$ cat src/rtl/riscv_fetch_pkg.sv
// Shared fetch-side definitions: the NOP bubble encoding, the default reset PC
// and the entry format carried by the instruction queue.
package riscv_fetch_pkg;

  localparam logic [31:0] NOP_INSTR        = 32'h0000_0013;
  localparam logic [31:0] DEFAULT_RESET_PC = 32'h0000_0000;

  typedef struct packed {
    logic [31:0] pc;
    logic [31:0] instr;
  } fetch_entry_t;

  function automatic logic [31:0] word_align(input logic [31:0] addr);
    return {addr[31:2], 2'b00};
  endfunction

endpackage

$ cat src/rtl/fetch_fifo.sv
// Circular instruction buffer with push, pop, clear and a combinational head read.
module fetch_fifo
  import riscv_fetch_pkg::*;
#(
  parameter int DEPTH = 2
) (
  input  logic                         clk_in,
  input  logic                         rst_n_in,
  input  logic                         push_in,
  input  logic                         pop_in,
  input  logic                         clear_in,
  input  fetch_entry_t                 wdata_in,
  output fetch_entry_t                 head_out,
  output logic                         full_out,
  output logic                         empty_out,
  output logic [$clog2(DEPTH+1)-1:0]   count_out
);

  localparam int PTR_W = $clog2(DEPTH);
  localparam int CNT_W = $clog2(DEPTH+1);

  fetch_entry_t     r_mem [DEPTH];
  logic [PTR_W-1:0] r_wr_ptr;
  logic [PTR_W-1:0] r_rd_ptr;
  logic [CNT_W-1:0] r_count;
  logic             w_push;
  logic             w_pop;

  assign full_out  = (r_count == CNT_W'(DEPTH));
  assign empty_out = (r_count == '0);
  assign count_out = r_count;
  assign head_out  = r_mem[r_rd_ptr];
  assign w_push    = push_in && (!full_out || pop_in);
  assign w_pop     = pop_in && !empty_out;

  always_ff @(posedge clk_in or negedge rst_n_in) begin
    if (!rst_n_in) begin
      r_wr_ptr <= '0;
      r_rd_ptr <= '0;
      r_count  <= '0;
    end else if (clear_in) begin
      r_wr_ptr <= '0;
      r_rd_ptr <= '0;
      r_count  <= '0;
    end else begin
      if (w_push) r_wr_ptr <= r_wr_ptr + 1'b1;
      if (w_pop)  r_rd_ptr <= r_rd_ptr + 1'b1;
      r_count <= r_count + CNT_W'(w_push) - CNT_W'(w_pop);
    end
  end

  // Storage carries no reset; validity is tracked solely by the pointers.
  always_ff @(posedge clk_in) begin
    if (w_push && !clear_in) r_mem[r_wr_ptr] <= wdata_in;
  end

endmodule

$ cat src/rtl/ifetch_queue.sv
// Instruction fetch unit with in-order memory responses and a small decode queue.
// Define IFETCH_BUBBLE_CNT_EN to add the bubble_cnt_out counter port.
module ifetch_queue
  import riscv_fetch_pkg::*;
#(
  parameter int          DEPTH    = 2,
  parameter logic [31:0] RESET_PC = DEFAULT_RESET_PC
) (
  input  logic        clk_in,
  input  logic        rst_n_in,
  output logic        imem_req_out,
  output logic [31:0] imem_addr_out,
  input  logic        imem_ready_in,
  input  logic        imem_rvalid_in,
  input  logic [31:0] imem_rdata_in,
  input  logic        redirect_in,
  input  logic [31:0] redirect_pc_in,
  input  logic        stall_in,
  output logic [31:0] instr_out,
  output logic [31:0] pc_out,
  output logic        instr_valid_out,
  output logic        flush_out
`ifdef IFETCH_BUBBLE_CNT_EN
  , output logic [31:0] bubble_cnt_out
`endif
);

  localparam int CNT_W = $clog2(DEPTH+1);

  logic [31:0]      r_fetch_pc;
  logic [31:0]      r_resp_pc;
  logic [CNT_W-1:0] r_outstanding;
  logic [CNT_W-1:0] r_discard;

  logic [CNT_W-1:0] w_count;
  logic [CNT_W:0]   w_inflight;
  logic             w_full;
  logic             w_empty;
  fetch_entry_t     w_head;
  fetch_entry_t     w_push_entry;
  logic             w_accept;
  logic             w_resp;
  logic             w_drop;
  logic             w_push;
  logic             w_pop;

  // Queued plus in-flight words never exceed DEPTH, so counters cannot wrap.
  assign w_inflight    = {1'b0, w_count} + {1'b0, r_outstanding};
  assign imem_req_out  = rst_n_in && !redirect_in && !w_full &&
                         (w_inflight < (CNT_W+1)'(DEPTH));
  assign imem_addr_out = r_fetch_pc;
  assign w_accept      = imem_req_out && imem_ready_in;

  // A response with nothing outstanding predates the last reset and is ignored.
  assign w_resp        = imem_rvalid_in && (r_outstanding != '0);
  assign w_drop        = w_resp && (r_discard != '0);
  assign w_push        = w_resp && !w_drop && !redirect_in;
  assign w_push_entry  = '{pc: r_resp_pc, instr: imem_rdata_in};

  assign instr_valid_out = !w_empty && !redirect_in;
  assign w_pop           = instr_valid_out && !stall_in;
  assign flush_out       = w_empty || redirect_in;
  assign instr_out       = w_empty ? NOP_INSTR : w_head.instr;
  assign pc_out          = w_empty ? r_resp_pc : w_head.pc;

  fetch_fifo #(.DEPTH(DEPTH)) u_fifo (
    .clk_in    (clk_in),
    .rst_n_in  (rst_n_in),
    .push_in   (w_push),
    .pop_in    (w_pop),
    .clear_in  (redirect_in),
    .wdata_in  (w_push_entry),
    .head_out  (w_head),
    .full_out  (w_full),
    .empty_out (w_empty),
    .count_out (w_count)
  );

  always_ff @(posedge clk_in or negedge rst_n_in) begin
    if (!rst_n_in) begin
      r_fetch_pc    <= word_align(RESET_PC);
      r_resp_pc     <= word_align(RESET_PC);
      r_outstanding <= '0;
      r_discard     <= '0;
    end else if (redirect_in) begin
      r_fetch_pc    <= word_align(redirect_pc_in);
      r_resp_pc     <= word_align(redirect_pc_in);
      r_outstanding <= r_outstanding - CNT_W'(w_resp);
      r_discard     <= r_outstanding - CNT_W'(w_resp);
    end else begin
      if (w_accept) r_fetch_pc <= r_fetch_pc + 32'd4;
      if (w_push)   r_resp_pc  <= r_resp_pc + 32'd4;
      r_outstanding <= r_outstanding + CNT_W'(w_accept) - CNT_W'(w_resp);
      if (w_drop)   r_discard  <= r_discard - 1'b1;
    end
  end

`ifdef IFETCH_BUBBLE_CNT_EN
  logic [31:0] r_bubble_cnt;

  always_ff @(posedge clk_in or negedge rst_n_in) begin
    if (!rst_n_in)                    r_bubble_cnt <= '0;
    else if (flush_out && !stall_in)  r_bubble_cnt <= r_bubble_cnt + 32'd1;
  end

  assign bubble_cnt_out = r_bubble_cnt;
`endif

endmodule
$ cat config.mk
export PLATFORM = sky130hd
export DESIGN_NAME = ifetch_queue
export DESIGN_NICKNAME = d
export VERILOG_FILES = /design/src/rtl/riscv_fetch_pkg.sv /design/src/rtl/fetch_fifo.sv /design/src/rtl/ifetch_queue.sv
export SDC_FILE = /design/constraint.sdc
export NUM_CORES = 1
export LEC_CHECK = 0
export BUFFER_PORTS_ARGS = -buffer_cell sky130_fd_sc_hd__buf_2
export CORE_MARGIN = 3
export CORE_UTILIZATION = 35
export DETAILED_ROUTE_END_ITERATION = 7
export GPL_TIMING_DRIVEN = 0
export SETUP_SLACK_MARGIN = 0.4
export SYNTH_ARGS = -nofsm -noshare
export SYNTH_HDL_FRONTEND = slang
export SYNTH_SLANG_ARGS = --single-unit
$ cat constraint.sdc
create_clock -name clk_in -period 4.25 [get_ports clk_in]
set_input_delay 0.2125 -clock clk_in [delete_from_list [all_inputs] [get_ports clk_in]]
set_output_delay 0.2125 -clock clk_in [all_outputs]
set_load 0.05 [all_outputs]
Word level (Yosys, flattened, before mapping) --
Memory sizes are Yosys's and may differ from the RTL's. Cells that the tools add are included.
Cells by class: equality and inequality tests 1, mux-type cells 16, magnitude comparators 1, reductions and logical operators 28, $add $sub $neg 11
Operators by type and width (count):
- 32-bit two-way mux | 6
- 32-bit by 3-bit adder with 32-bit output (second input constant) | 2
- 2-bit nonzero test | 7
- 1-bit logical AND | 13
- 2-bit two-way mux | 4
- 1-bit two-way mux | 6
- 2-bit by 1-bit subtractor with 2-bit output | 3
- 1-bit logical NOT | 5
- 2-bit by 1-bit adder with 2-bit output | 2
- 2-bit by 2-bit adder with 3-bit output | 1
- 3-bit by 2-bit less-than comparator with 1-bit output (second input constant) | 1
- 1-bit adder (second input constant) | 2
- 2-bit == test (second input constant) | 1
- 2-bit logical NOT | 1
- 1-bit logical OR | 2
- 2-bit by 1-bit subtractor with 2-bit output (second input constant) | 1
Storage, ports and cells: logic and storage cells 65, output and inout bits 99, flip-flop bits (word level) 72, input bits 70, memories kept 1, bits in writable memories 128
Memory list:
- u_fifo.r_mem | words 2, bits a word 64, rd ports 1, clocked after memory_dff 0, write ports 1, line fetch_fifo.sv:22 | fetch_entry_t r_mem [DEPTH];

Depth between registers and ports, before layout --
Gate-level depths: netlist of run 1.
depth after elaboration 10, gate-level depth with buffers 15, depth with buffers taken out 12

Cells and area by module --
A second synthesis of run 1 with hierarchy kept.
Unflattened totals: cell total of the unflattened synthesis 727, area total of the unflattened synthesis 9467.8 µm²
By module, submodules not included:
- fetch_fifo | cells an instance 224, times used 1, area an instance 5076.1 µm², sequential area each 3943.8 µm²
- ifetch_queue | cells an instance 503, times used 1, area an instance 4391.7 µm², sequential area each 1601.5 µm²

Least setup slack after synthesis of run 1 --
No wires, ideal clock.
path kind flip-flop to flip-flop, start register r_discard[0], end memory u_fifo.r_mem[0][0] in the netlist's numbering, enable pin, buffers on the path 0, slack -275 ps, stages on the path, launching flop included 6, data arrival time 4034 ps, required time 3759 ps, setup time 491 ps, period minus slack after synthesis 4525 ps, path through dfrtp_1 inv_1 ha_1 o211ai_4 a311oi_1 nor2b_1
On the way: cells in the longest elaborated chain, start to end 9
Ends and longest elaborated chain:
- start, declared | line ifetch_queue.sv:33 | logic [CNT_W-1:0] r_discard;
- start signal, assigned | line ifetch_queue.sv:89 | r_discard <= r_outstanding - CNT_W'(w_resp);
- start signal, assigned | line ifetch_queue.sv:94 | if (w_drop) r_discard <= r_discard - 1'b1;
- 2-bit nonzero test | line ifetch_queue.sv:56 | assign w_drop = w_resp && (r_discard != '0);
- 1-bit logical AND | line ifetch_queue.sv:56
- 1-bit logical NOT | line ifetch_queue.sv:57 | assign w_push = w_resp && !w_drop && !redirect_in;
- 1-bit logical AND (2 in series) | line ifetch_queue.sv:57
- 1-bit logical AND | line fetch_fifo.sv:33 | assign w_push = push_in && (!full_out || pop_in);
- 1-bit logical AND | line fetch_fifo.sv:54 | if (w_push && !clear_in) r_mem[r_wr_ptr] <= wdata_in;
- 1-bit two-way mux | line fetch_fifo.sv:54
- 1-bit two-way mux (not written as such) | line fetch_fifo.sv:54
- end, declared | line fetch_fifo.sv:22
No other way between the ends.

Worst setup path after layout of run 1 --
start register r_outstanding[0], end register r_outstanding[1]
On the way: cells in the longest elaborated chain, start to end 7, elaborated cells on any way between the ends 10, classes of those cells add/sub: 4; order compare: 1; mux: 1; reduce/logical: 4
Ends and longest elaborated chain:
- start, declared | line ifetch_queue.sv:32 | logic [CNT_W-1:0] r_outstanding;
- start signal, assigned | line ifetch_queue.sv:88 | r_outstanding <= r_outstanding - CNT_W'(w_resp);
- start signal, assigned | line ifetch_queue.sv:93 | r_outstanding <= r_outstanding + CNT_W'(w_accept) - CNT_W'(w_resp);
- 2-bit by 2-bit adder with 3-bit output | line ifetch_queue.sv:48 | assign w_inflight = {1'b0, w_count} + {1'b0, r_outstanding};
- 3-bit by 2-bit less-than comparator with 1-bit output | line ifetch_queue.sv:50 | (w_inflight < (CNT_W+1)'(DEPTH));
- 1-bit logical AND | line ifetch_queue.sv:49 | assign imem_req_out = rst_n_in && !redirect_in && !w_full &&
- 1-bit logical AND | line ifetch_queue.sv:52 | assign w_accept = imem_req_out && imem_ready_in;
- 2-bit by 1-bit adder with 2-bit output | line ifetch_queue.sv:93
- 2-bit by 1-bit subtractor with 2-bit output | line ifetch_queue.sv:93
- 2-bit two-way mux (*) | line ifetch_queue.sv:85 | end else if (redirect_in) begin
Every way passes the cells marked *; elsewhere a longest branch is shown, timed or not. A chain may end at the register's enable or synchronous reset.

==> results.sh, run 1 <==
export IMPL_syn2layout_area_growth_pct=25.0
export IMPL_max_freq_mhz=308
export IMPL_numPlacedInstances=1224
export IMPL_die_area_mm2=0.0271
export IMPL_tightest_slew_ns=0.887
export IMPL_stdcell_count=1289
export IMPL_place_area_mm2=0.0101
export IMPL_grt_pass1_vias=5985
export IMPL_crit_path_max_fanout=10
export IMPL_io_pins=169
export IMPL_dp_hpwl_mm=15.8
export IMPL_min_path_type="in -> reg"
export IMPL_cellPowerDensity_mw_per_mm2=545
export IMPL_power_leakage_nw=4.25
export IMPL_die_h_um=165
export IMPL_synth_largest_area_cell="edfxtp_1"
export IMPL_fin_crit_sh_pct=76.4
export IMPL_drt_first_pass_iters=5
export IMPL_setup_viol=0
export IMPL_die_width_um=165
export IMPL_drive_above_1_share_pct=24.1
export IMPL_async_flop_share_pct=35.4
export IMPL_gr_total_overflow=0
export IMPL_finalClockSkew_ns=0.0135
export IMPL_diodes=0
export IMPL_met1_length_mm=10.6
export IMPL_grt_pass1_wl_mm=33.8
export IMPL_cts_root_buf="clkbuf_16"
export IMPL_drtAntennaViolNets=0
export IMPL_avgRoutedWirePerCell_um=17.3
export IMPL_gp_congestion=0.894
export IMPL_drv_cap=0
export IMPL_wl_met2_mm=9.87
export IMPL_slew_headroom_pct=40.9
export IMPL_synth_edf_count=124
export IMPL_synthTopCellsByArea="edfxtp_1 (42%), dfrtp_1 (19%), mux2i_1 (7.3%)"
export IMPL_fill_cells=2317
export IMPL_final_core_util_pct=44.8
export IMPL_clkSinkCount=192
export IMPL_vdd_drop_max_mv=0.234
export IMPL_htreeDepth=4
export IMPL_ctsLongestPathBuffers=2
export IMPL_drt_iter0_drc=450
export IMPL_syn_area_mm2=0.00879
export IMPL_arrival_ns=3.61
export IMPL_min_period_ns=3.25
export IMPL_synth_warning_count=0
export IMPL_drt_wl_total_mm=22.3
export IMPL_synth_distinct_cells=55
export IMPL_crit_type="reg -> reg"
export IMPL_clk_pin_slew_ns=0.08
export IMPL_synth_area_per_cell_um2=12.0
export IMPL_cp_slowest_cell="dfrtp_1"
export IMPL_port_buffers=162
export IMPL_fin_tns_setup_ns=0
export IMPL_syn_inst=732
export IMPL_worstPathRequired_ns=4.61
export IMPL_track_usage_pct=16.3
export IMPL_drc_errors=0
export IMPL_ys_flop_type="edfxtp_1"
export IMPL_antenna_found_initial=0
export IMPL_grt_setup_unrepaired="no"
export IMPL_routed_top_layer="met4"
export IMPL_finalMaxSlewViolations=0
export IMPL_clock_latency_ns=0.44
export IMPL_cts_tree="built"
export IMPL_fp_row_count=57
export IMPL_grt_max_degree=63
export IMPL_core_mm2=0.0245
export IMPL_vias=6446
export IMPL_synth_top_area_share_pct=42.3
export IMPL_design_area_mm2=0.0110
export IMPL_ys_seq_elements=192
export IMPL_wl_met3_mm=1.61
export IMPL_outcome="finished, final reports clean"
export IMPL_synth_seq_area_share_pct=61.7
export IMPL_max_stage_delay_ns=0.47
export IMPL_cp_end_kind="register"
export IMPL_initial_core_util_pct=35.8
export IMPL_hold_violations=0
export IMPL_nets=1031
export IMPL_post_cts_buffers=0
export IMPL_numCtsBuffers=17
export IMPL_path_cells="inv_1, nor2_1, fa_1, nor4b_2, and3_1, buf_4, inv_2, buf_6, buf_2, ha_1, inv_1, ha_1, xnor2_1, o21ai_0, xor2_1"
export IMPL_startpoint_type="register"
export IMPL_via_per_inst=5.00
## final timing paths
path                       slack (ns)               start           endpoint  cells past startpoint
max                              1.00    r_outstanding[0]   r_outstanding[1]                     15
min reg2reg                      0.54   imem_addr_out[14]  imem_addr_out[14]                      1
min                              0.04  redirect_pc_in[23]      r_resp_pc[23]                      3
max in group asynchronous        3.44            rst_n_in       r_resp_pc[9]                      3
min in group asynchronous        0.23            rst_n_in  imem_addr_out[20]                      2
max reg2reg                      1.00    r_outstanding[0]   r_outstanding[1]                     15
## registers in the layout (all words and copies together), names as in the netlist
register,flops
u_fifo.r_wr_ptr,1
imem_addr_out,30
u_fifo.r_rd_ptr,1
u_fifo.count_out,2
u_fifo.r_mem,124
r_discard,2
r_outstanding,2
r_resp_pc,30
## cell families (layout without fill, tap and decap cells)
logic type | count (synthesis) | count (layout) | share of synthesized area (%)
XOR/XNOR | 37 | 37 | 3.68
adder cells (fa/ha/maj) | 9 | 9 | 1.37
other | 1 | 4 | 0.0426
AND/OR/NAND/NOR | 240 | 240 | 13.7
AO/OA/AOI/OAI | 130 | 130 | 8.93
buffers and inverters | 56 | 286 | 2.89
multiplexers | 67 | 67 | 7.67
flip-flops | 192 | 192 | 61.7
## cells in the final DEF (no fill, tap or decap), drive strengths merged, types with 25 or more instances in the layout
cell type | Yosys | routed
buf | 18 | 183
clkbuf | 23 | 40
dfrtp | 68 | 68
dlygate4sd3 | 0 | 33
edfxtp | 124 | 124
mux2i | 64 | 64
nand2 | 88 | 88
nand3 | 31 | 31
nand4 | 25 | 25
nor2 | 49 | 49
o21ai | 79 | 79
xor2 | 28 | 28
## routing by layer
layer	track usage, %	vias up
li1	-	3125
met1	24.0	3062
met2	24.2	243
met3	3.94	16
met4	4.42	0
met5	0	-
## power breakdown
part	internal (mW)	switching [mW]
Sequential	2.19	0.167
Combinational	0.538	1.55
Clock	0.781	0.769
Total	3.51	2.48
## final cells by class
type | count | area, um2 | share of cell area (%)
sequential | 192 | 5430 | 49.4
multi-input combinational | 487 | 3140 | 28.5
timing repair buffer | 198 | 1200 | 10.9
clock buffer | 17 | 425 | 3.87
tap | 324 | 405 | 3.69
buffer | 41 | 198 | 1.80
clock inverter | 15 | 143 | 1.30
inverter | 15 | 56.3 | 0.512
## synth_stat cells, types with 2 or more instances
library cell / count
a21boi_0: 4
a21oi_1: 8
a31oi_1: 6
a41oi_1: 3
and2_1: 6
and3_1: 12
and4_1: 3
buf_2: 10
buf_4: 6
clkbuf_1: 22
dfrtp_1: 68
edfxtp_1: 124
ha_1: 8
inv_1: 13
mux2_2: 3
mux2i_1: 64
nand2_1: 88
nand2b_1: 2
nand3_1: 29
nand3_2: 2
nand4_1: 25
nor2_1: 49
nor2b_1: 3
nor3_1: 2
nor3_2: 4
nor4_4: 2
o211ai_1: 14
o21ai_0: 72
o21ai_1: 7
o311ai_0: 3
o311ai_1: 5
o31a_1: 2
or3_1: 5
or4_1: 2
xnor2_1: 9
xor2_1: 28
## per-stage QoR
stage,power (mW),worst slack (ns),hold WS (ns)
floorplan,3.89,0.904,-0.0831
global placement,4.45,-0.189,0.400
detailed placement,4.48,1.03,0.166
CTS,6.05,0.993,0.0123
global route,6.31,0.770,0.0237
finish,5.99,1.00,0.0355
## critical path: cells and delay by family (launching register included)
family / cells / cell delay [ns]
buffers and inverters: 6 / 0.70
and+or+nand+nor: 3 / 0.64
DFF: 1 / 0.47
AOI/OAI and AO/OA: 1 / 0.18
adders and majority gates: 3 / 0.92
xor gates and xnor gates: 2 / 0.27
## timing repair
item	4_1_cts	5_1_grt
hold endpoints to repair	92	0
gates resized for setup	0	0
hold buffers	33	0
Power figures use the tool's default switching activity.
==> run 2: changes to the inputs <==
==> constraint.sdc (replaced) <==
create_clock -name clk_in -period 3.4 [get_ports clk_in]
set_input_delay 0.17 -clock clk_in [delete_from_list [all_inputs] [get_ports clk_in]]
set_output_delay 0.17 -clock clk_in [all_outputs]
set_load 0.05 [all_outputs]
==> results.sh, run 2 (synthesis gave the netlist of run 1 again) <==
export IMPL_fin_tns_setup_ns=0
export IMPL_p_switching_mw=3.18
export IMPL_diodes=0
export IMPL_htreeDepth=4
export IMPL_p_sw_share_pct=41.0
export IMPL_drive_above_1_share_pct=26.1
export IMPL_syn2layout_area_growth_pct=29.5
export IMPL_max_freq_mhz=338
export IMPL_finalClockSkew_ns=0.0109
export IMPL_gp_congestion=0.857
export IMPL_min_from="redirect_pc_in[27]"
export IMPL_slew_headroom_pct=40.5
export IMPL_cts_tree="built"
export IMPL_ctsLongestPathBuffers=2
export IMPL_cellPowerDensity_mw_per_mm2=680
export IMPL_final_common_cell="buf_2"
export IMPL_track_usage_pct=16.7
export IMPL_gr_total_overflow=0
export IMPL_vias=6596
export IMPL_outcome="finished, final reports clean"
export IMPL_numCtsBuffers=17
export IMPL_crit_type="reg -> reg"
export IMPL_port_buffers=162
export IMPL_initial_core_util_pct=35.8
export IMPL_path_cells="inv_2, nor2_4, fa_1, nor4b_4, and3_1, buf_6, inv_6, buf_8, buf_8, ha_4, inv_2, ha_4, xnor2_2, o21ai_2, xor2_1"
export IMPL_min_path_type="in -> reg"
export IMPL_finalMaxSlewViolations=0
export IMPL_clk_pin_slew_ns=0.08
export IMPL_core_mm2=0.0245
export IMPL_vdd_drop_max_mv=0.275
export IMPL_r2r_start="u_fifo.count_out[0]"
export IMPL_drc_errors=0
export IMPL_drtAntennaViolNets=0
export IMPL_place_ws_ns=0.110
export IMPL_startpoint_type="register"
export IMPL_die_width_um=165
export IMPL_p_clk_share_pct=26.4
export IMPL_grt_setup_unrepaired="yes"
export IMPL_fp_row_count=57
export IMPL_drt_first_pass_iters=5
export IMPL_cp_slowest_cell="fa_1"
export IMPL_startpoint="u_fifo.count_out[0]"
export IMPL_nets=1059
export IMPL_arrival_ns=3.27
export IMPL_drt_iter0_drc=378
export IMPL_avgRoutedWirePerCell_um=17.3
export IMPL_worstPathRequired_ns=3.72
export IMPL_internal_power_mw=4.57
export IMPL_grt_pass1_wl_mm=34.7
export IMPL_cp_top_family="adder cells"
export IMPL_drv_cap=0
export IMPL_mostFrequentLayoutCells="buf_2 (170), edfxtp_1 (124), nand2_1 (88)"
export IMPL_max_stage_delay_ns=0.52
export IMPL_cp_end_kind="register"
export IMPL_grt_max_degree=63
export IMPL_die_h_um=165
export IMPL_numPlacedInstances=1224
export IMPL_via_per_inst=5.01
export IMPL_io_pins=169
export IMPL_hold_violations=0
export IMPL_crit_path_max_fanout=5
export IMPL_ff2ff_setup_slack_ns=0.44
export IMPL_stdcell_count=1317
export IMPL_min_period_ns=2.96
export IMPL_grt_pass1_vias=6303
export IMPL_clock_latency_ns=0.43
export IMPL_drt_wl_total_mm=22.8
export IMPL_die_area_mm2=0.0271
export IMPL_fin_crit_sh_pct=86.9
export IMPL_setup_viol=0
export IMPL_comb_power_share_pct=35.6
export IMPL_power_leakage_nw=4.42
export IMPL_cp_num_buf_inv=6
export IMPL_finalWorstSetupSlack_ns=0.445
export IMPL_final_core_util_pct=46.4
export IMPL_dp_hpwl_mm=16.0
export IMPL_tightest_slew_ns=0.892
export IMPL_clkSinkCount=192
export IMPL_p_seq_share_pct=37.9
export IMPL_antenna_found_initial=0
export IMPL_cts_root_buf="clkbuf_16"
export IMPL_top_register="u_fifo.r_mem"
export IMPL_largest_reg_flops=124
run 2: layout make-up:
class / count / area, um2
buffer: 41 / 216
clock buffer: 17 / 425
clock inverter: 15 / 186
fill: 2292 / 13100
inverter: 15 / 61.3
multi-input combinational: 487 / 3190
sequential: 192 / 5430
tap: 324 / 405
timing repair buffer: 226 / 1480
run 2: metrics by stage:
stage	hold slack [ns]	cell area (um2)	power, mW
floorplan	-0.126	8810	4.86
global placement	0.358	10000	5.57
detailed placement	0.0746	10100	5.61
CTS	0.00660	11200	7.72
global route	0.0161	11400	8.13
finish	0.0155	11400	7.75
run 2: layer usage:
| layer | share of wire, % | track usage (%) | up-vias | wire length [um] |
|---|---|---|---|---|
| met3 | 6.8 | 3.79 | 21 | 1560 |
| met5 | 0 | 0 | - | 0 |
| met1 | 47 | 23.9 | 3139 | 10800 |
| met4 | 1.2 | 3.85 | 0 | 280 |
| met2 | 45 | 26.0 | 252 | 10200 |
| li1 | - | - | 3184 | - |
run 2: worst reg2reg max path, delay by kind of cell (launching register included):
kind,cells,cell delay (ns)
and+or+nand+nor,3,0.57
xor gates and xnor gates,2,0.33
adders and majority gates,3,0.92
AOI/OAI and AO/OA,1,0.07
buffers and inverters,6,0.54
DFF,1,0.42
run 2: timing repair:
item | 4_1_cts | 5_1_grt
cloned | 0 | 1
hold buffers | 48 | 0
endpoints found under the hold margin | 152 | 0
pin swaps | 1 | 7
setup endpoints to repair | 2 | 6
gates resized for setup | 6 | 18
setup buffers | 2 | 10
run 2: power groups by stage:
| stage | clock, mW | combinational, mW | sequential [mW] |
|---|---|---|---|
| after floorplan | 0 | 1.74 | 3.12 |
| after global placement | 0 | 2.58 | 2.99 |
| after global routing | 2.19 | 2.96 | 2.97 |
| after detailed placement | 0 | 2.61 | 3.00 |
| final | 2.05 | 2.76 | 2.94 |
| after CTS | 2.09 | 2.70 | 2.94 |
run 2: final timing paths:
| path | endpoint | cells past startpoint |
|---|---|---|
| max in group asynchronous | u_fifo.count_out[0] | 3 |
| max reg2reg | r_outstanding[1] | 15 |
| max | r_outstanding[1] | 15 |
| min | imem_addr_out[27] | 3 |
| min reg2reg | imem_addr_out[31] | 1 |
| min in group asynchronous | imem_addr_out[31] | 2 |
